$ cat src/rtl/process_sched_pkg.sv
// Shared scheduler definitions: FSM state encoding, partition layout and
// the fixed entry points of the OS context-switch routines.
package process_sched_pkg;

   typedef enum logic [2:0] {
      IDLE   = 3'd0,
      SELECT = 3'd1,
      SWITCH = 3'd2,
      RUN    = 3'd3,
      FINISH = 3'd4
   } sched_state_t;

   localparam int NUM_PROC  = 10;
   localparam int PART_BASE = 1;
   localparam int PART_SIZE = 100;

   // Entry points of the save/restore routine that raises ctx_ack.
   localparam logic [11:0] CTX_SAVE_ADDR    = 12'hF00;
   localparam logic [11:0] CTX_RESTORE_ADDR = 12'hF40;

endpackage

$ cat src/rtl/rr_pick.sv
// Wrap-around picker: lowest set bit of mask at or after start_idx,
// continuing from index 0 when the top of the mask is passed.
module rr_pick #(
   parameter int N    = 10,
   parameter int IDXW = 4
) (
   input  logic [N-1:0]    mask,
   input  logic [IDXW-1:0] start_idx,
   output logic [IDXW-1:0] idx,
   output logic            found
);

   logic [N-1:0] rotated;

   always_comb begin
      rotated = N'({mask, mask} >> start_idx);
      idx     = '0;
      found   = 1'b0;
      // Descending scan so the smallest offset from start_idx is kept last.
      for (int k = N - 1; k >= 0; k--) begin
         if (rotated[k]) begin
            found = 1'b1;
            if (k >= N - int'(start_idx))
               idx = start_idx + IDXW'(k) - IDXW'(N);
            else
               idx = start_idx + IDXW'(k);
         end
      end
   end

endmodule

$ cat src/rtl/process_scheduler.sv
// Round-robin process scheduler with a context-switch handshake.
// Define SCHED_PREEMPT_EN to add the time-slice counter and preemption.
module process_scheduler
   import process_sched_pkg::*;
#(
   parameter int ADDR_WIDTH = 12,
   parameter int NUM_PROC   = process_sched_pkg::NUM_PROC,
   parameter int PART_BASE  = process_sched_pkg::PART_BASE,
   parameter int PART_SIZE  = process_sched_pkg::PART_SIZE,
   parameter int QUANTUM_W  = 8
) (
   input  logic                  clk,
   input  logic                  rst_n,
   input  logic                  start,
   input  logic [NUM_PROC-1:0]   ready_mask,
   input  logic                  proc_done,
   input  logic [QUANTUM_W-1:0]  quantum,
   input  logic                  ctx_ack,
   output logic                  ctx_req,
   output logic                  pc_load,
   output logic [ADDR_WIDTH-1:0] pc_target,
   output logic [3:0]            cur_pid,
   output logic                  preempted,
   output logic                  busy,
   output logic                  all_done,
   output sched_state_t          state_dbg
);

   localparam int PIDW = 4;

   sched_state_t          state;
   logic [NUM_PROC-1:0]   finished;
   logic [NUM_PROC-1:0]   eligible;
   logic [PIDW-1:0]       search_from;
   logic [PIDW-1:0]       sel_pid;
   logic [PIDW-1:0]       pick_idx;
   logic                  pick_found;
   logic [PIDW-1:0]       after_cur;
   logic [ADDR_WIDTH-1:0] target_next;

   assign eligible    = ready_mask & ~finished;
   assign after_cur   = (cur_pid == PIDW'(NUM_PROC - 1)) ? '0 : cur_pid + PIDW'(1);
   assign target_next = ADDR_WIDTH'(PART_BASE) + ADDR_WIDTH'(sel_pid) * ADDR_WIDTH'(PART_SIZE);
   assign state_dbg   = state;

   rr_pick #(.N(NUM_PROC), .IDXW(PIDW)) u_pick (
      .mask      (eligible),
      .start_idx (search_from),
      .idx       (pick_idx),
      .found     (pick_found)
   );

`ifdef SCHED_PREEMPT_EN
   // Loaded with quantum on RUN entry; a quantum of 0 wraps to 2^QUANTUM_W cycles.
   logic [QUANTUM_W-1:0] slice_cnt;
   logic                 slice_last;
   assign slice_last = (slice_cnt == QUANTUM_W'(1));
`else
   logic unused_quantum;
   assign unused_quantum = ^quantum;
   assign preempted      = 1'b0;
`endif

   always_ff @(posedge clk or negedge rst_n) begin
      if (!rst_n) begin
         state       <= IDLE;
         finished    <= '0;
         search_from <= '0;
         sel_pid     <= '0;
         cur_pid     <= '0;
         pc_target   <= '0;
         pc_load     <= 1'b0;
         ctx_req     <= 1'b0;
         busy        <= 1'b0;
         all_done    <= 1'b0;
`ifdef SCHED_PREEMPT_EN
         preempted   <= 1'b0;
         slice_cnt   <= '0;
`endif
      end else begin
         pc_load <= 1'b0;
`ifdef SCHED_PREEMPT_EN
         preempted <= 1'b0;
`endif
         case (state)
            IDLE, FINISH: begin
               if (start) begin
                  finished    <= '0;
                  all_done    <= 1'b0;
                  search_from <= '0;
                  busy        <= 1'b1;
                  state       <= SELECT;
               end
            end
            SELECT: begin
               if (pick_found) begin
                  sel_pid <= pick_idx;
                  ctx_req <= 1'b1;
                  state   <= SWITCH;
               end else begin
                  all_done <= 1'b1;
                  busy     <= 1'b0;
                  state    <= FINISH;
               end
            end
            SWITCH: begin
               if (ctx_ack) begin
                  ctx_req   <= 1'b0;
                  pc_load   <= 1'b1;
                  pc_target <= target_next;
                  cur_pid   <= sel_pid;
                  state     <= RUN;
`ifdef SCHED_PREEMPT_EN
                  slice_cnt <= quantum;
`endif
               end
            end
            RUN: begin
`ifdef SCHED_PREEMPT_EN
               slice_cnt <= slice_cnt - QUANTUM_W'(1);
`endif
               // proc_done takes priority over a slice expiring in the same cycle.
               if (proc_done) begin
                  finished[cur_pid] <= 1'b1;
                  search_from       <= after_cur;
                  state             <= SELECT;
               end
`ifdef SCHED_PREEMPT_EN
               else if (slice_last) begin
                  preempted   <= 1'b1;
                  search_from <= after_cur;
                  state       <= SELECT;
               end
`endif
            end
            default: state <= IDLE;
         endcase
      end
   end

endmodule

$ cat config.mk
export PLATFORM = sky130hd
export DESIGN_NAME = process_scheduler
export DESIGN_NICKNAME = d
export VERILOG_FILES = /design/src/rtl/process_sched_pkg.sv /design/src/rtl/rr_pick.sv /design/src/rtl/process_scheduler.sv
export SDC_FILE = /design/constraint.sdc
export NUM_CORES = 1
export LEC_CHECK = 0
export ABC_AREA = 1
export BUFFER_PORTS_ARGS = -buffer_cell sky130_fd_sc_hd__buf_4
export CAP_MARGIN = 20
export CORE_AREA = 2 2 86 129
export CTS_CLUSTER_DIAMETER = 100
export DETAILED_ROUTE_END_ITERATION = 12
export DIE_AREA = 0 0 88 131
export HOLD_SLACK_MARGIN = 0.02
export SETUP_SLACK_MARGIN = 0.1
export SYNTH_ARGS = -nofsm -noshare
export SYNTH_HDL_FRONTEND = slang
export SYNTH_SLANG_ARGS = --single-unit
$ cat constraint.sdc
create_clock -name clk -period 2.7 [get_ports clk]
set_input_delay 0.54 -clock clk [delete_from_list [all_inputs] [get_ports clk]]
set_output_delay 0.54 -clock clk [all_outputs]
set_load 0.02 [all_outputs]
==> impl_metrics.ini <==
[status]
status = finished, final reports clean

[floorplanning]
initial_core_util_pct = 38.0
rows = 46
ios = 47
core_area_sq_um = 10400
dieArea_sq_um = 11500
die_h_um = 131
die_w_um = 88

[timing]
tns_ns = 0
setup_viol = 0
timing.fmax_mhz = 397
finalCritPeriodShare_pct = 93.3
rsz0062_at_grt = true
final-hold-violation-count = 0
max-slew-margin-rel_pct = 63.0
whs_ns = 0.201
fin_skew_ns = 0.00695
period_needed_ns = 2.52
slew_viol_final = 0
tightest_slew_ns = 0.549

[yosys]
syn_inst = 573
ys_top_cells_by_area = dfrtp_1 23%, nand2_1 16%, ha_1 10%, nand3_1 9.0%, inv_1 4.6%
synth.area.mux_share_pct = 0
ys_ff_latch = 36
synth_warnings = 0
synth_area_per_cell_sq_um = 6.91
synthXorXnorAreaFrac_pct = 4.90
synth_edf_count = 0
synth-adder-area-share_pct = 10.9
synth_top_family_by_area = simple AND/OR/NAND/NOR gates
synthFlopType = dfrtp_1
synth.cell_area_sq_um = 3960
synth_top_area_share_pct = 22.8
synth_seq_area_share_pct = 22.8
synth_compound_area_share_pct = 12.9
synth_cell_types = 49
async_reset_ff_share_pct = 100
yosysTopAreaCell = dfrtp_1
synth_simple_gate_area_share_pct = 38.2

[drt]
drt_iter0_markers = 215
drtPass1Iterations = 5
drcViolationCount = 0
viasPerCell = 5.10
wirelength_um = 11300
wl_per_cell_um = 14.4
via_count = 4009
antenna_left = 0

[min_path]
hold_class = input pin to async pin

[job]
maxCapViolCount = 0

[grt]
grt_pass1_vias = 3705
antenna_found_initial = 0
grt_pass1_wl_um = 17700
gr-total-overflow = 0
grt_max_degree = 37
gr-usage-all-layers_pct = 19.5

[worst_setup_path]
critPathArrivalTime_ns = 2.72
r2r_start = search_from[0]
crit_path_top_delay_cell = dfrtp_2
cp_top_family = simple AND/OR/NAND/NOR gates
start_kind = flop
regToRegEndpoint = sel_pid[3]
path_buf_inv = 5
worstSetupPathType = flop to flop
ff2ff_path_depth = 17
r2r_slack_ns = 0.18
crit_path_cell_trace = inv_2, buf_6, buf_8, nand2_1, nand2_2, nand2_1, nand3_2, o21ai_1, o21ai_2, inv_2, nor3_2, nand4_2, nand2_4, inv_2, nand2_1, nor2_1, a21oi_2
slowest_delay_ns = 0.45
critical_path_required_ns = 2.90
cp-end-kind = flop
cp_max_fo = 7
worst_setup_path_startpoint = search_from[0]

[clock_tree]
hold_buffers = 0
cts_sinks = 36
clkSlewWorstSetupHoldPaths_ns = 0.05
cts-htree-levels = 2
cts_root_buf = clkbuf_16
clockBufferDepth = 2
cts_tree = done
clock_latency_ns = 0.28
cts_buffers = 5

[placed_design]
place_congestion = 0.946
place_area_sq_um = 4450
hpwl_um = 8750
port_buffers = 35

[cells_and_area]
layout-drive-gt1-share_pct = 27.6
finish.instance_area_sq_um = 4990
num-fill-cells = 1040
syn_to_final_growth_pct = 26.2
nets = 699
n_antenna_cell = 0
==> flip-flops by register name, indices dropped and copies added (netlist names) <==
name,cells
cur_pid,4
pc_target,7
finished,10
sel_pid,4
pc_load,1
state_dbg,3
ctx_req,1
busy,1
search_from,4
all_done,1
==> worst max-delay path by stage <==
| stage | endpoint | slack, ns | cells after the start |
|---|---|---|---|
| finish | sel_pid[3] | 0.18 | 17 |
| floorplan | sel_pid[2] | 0.10 | 22 |
| global placement | sel_pid[2] | 0.12 | 18 |
| global route | sel_pid[3] | 0.003 | 17 |
| CTS | sel_pid[1] | 0.12 | 19 |
| detailed placement | sel_pid[2] | 0.13 | 18 |
==> cells in the mapped netlist (5+ instances only) <==
cell,n
nor2_1,25
dfrtp_1,36
xor2_1,15
inv_2,9
nand3_1,71
inv_1,48
nand2_1,172
buf_4,9
buf_2,5
nand2_2,9
nand3_2,12
ha_1,33
o21ai_1,10
a21oi_1,29
o21ai_0,21
==> metrics by stage <==
step           util, %  cells  setup WS [ns]
6_report          47.9    786          0.182
3_3_place_gp      42.8    760          0.116
5_1_grt           47.9    786        0.00294
3_5_place_dp      42.8    760          0.127
2_1_floorplan        -    575          0.104
4_1_cts           44.2    767          0.117
==> cell usage in the layout, fill, tap and decap left out, drive strengths merged, types with 5 or more instances in the layout <==
cell type	n
inv	60
o21ai	36
nand2	186
buf	81
dfrtp	36
a21oi	32
nand3	83
clkbuf	8
nor3	6
ha	33
xor2	15
xnor2	5
nor2	31
nand4	5
==> worst register-to-register path, stage by stage (launching register included) <==
cell,delay (ns)
dfrtp_2,0.45
inv_2,0.11
buf_6,0.16
buf_8,0.13
nand2_1,0.06
nand2_2,0.09
nand2_1,0.08
nand3_2,0.07
o21ai_1,0.08
o21ai_2,0.30
inv_2,0.08
nor3_2,0.14
nand4_2,0.19
nand2_4,0.15
inv_2,0.07
nand2_1,0.06
nor2_1,0.05
a21oi_2,0.14
==> cells by family after synthesis <==
kind of cell / count (synthesis)
adder cells (fa/ha/maj): 34
AO/OA/AOI/OAI: 84
flip-flops: 36
AND/OR/NAND/NOR: 314
buffers and inverters: 84
other: 1
XOR/XNOR: 20
==> final cells by class <==
| cell class | instances | area (sq um) | area share, % |
|---|---|---|---|
| multi-input combinational | 455 | 2810 | 56.3 |
| sequential | 36 | 903 | 18.1 |
| timing repair buffer | 82 | 702 | 14.1 |
| inverter | 62 | 243 | 4.86 |
| tap | 144 | 180 | 3.61 |
| clock buffer | 7 | 153 | 3.06 |
==> timing repair <==
action / in CTS / in global routing
endpoints found under the setup margin: 1 / 7
pin swaps: 0 / 10
gates resized for setup: 1 / 49
buffers inserted: 0 / 18
gates cloned: 0 / 1
==> per-layer routing <==
| layer | global-route usage (%) | part of all wire, % | vias to the layer above |
|---|---|---|---|
| met2 | 37.3 | 55 | 122 |
| met5 | 0 | 0 | - |
| li1 | - | - | 2001 |
| met4 | 8.87 | 5.0 | 0 |
| met3 | 1.44 | 3.0 | 42 |
| met1 | 21.5 | 37 | 1844 |
Power is left out: the tool's default activity adds up to more than one toggle a clock period on the data nets, which glitch-free logic cannot reach.
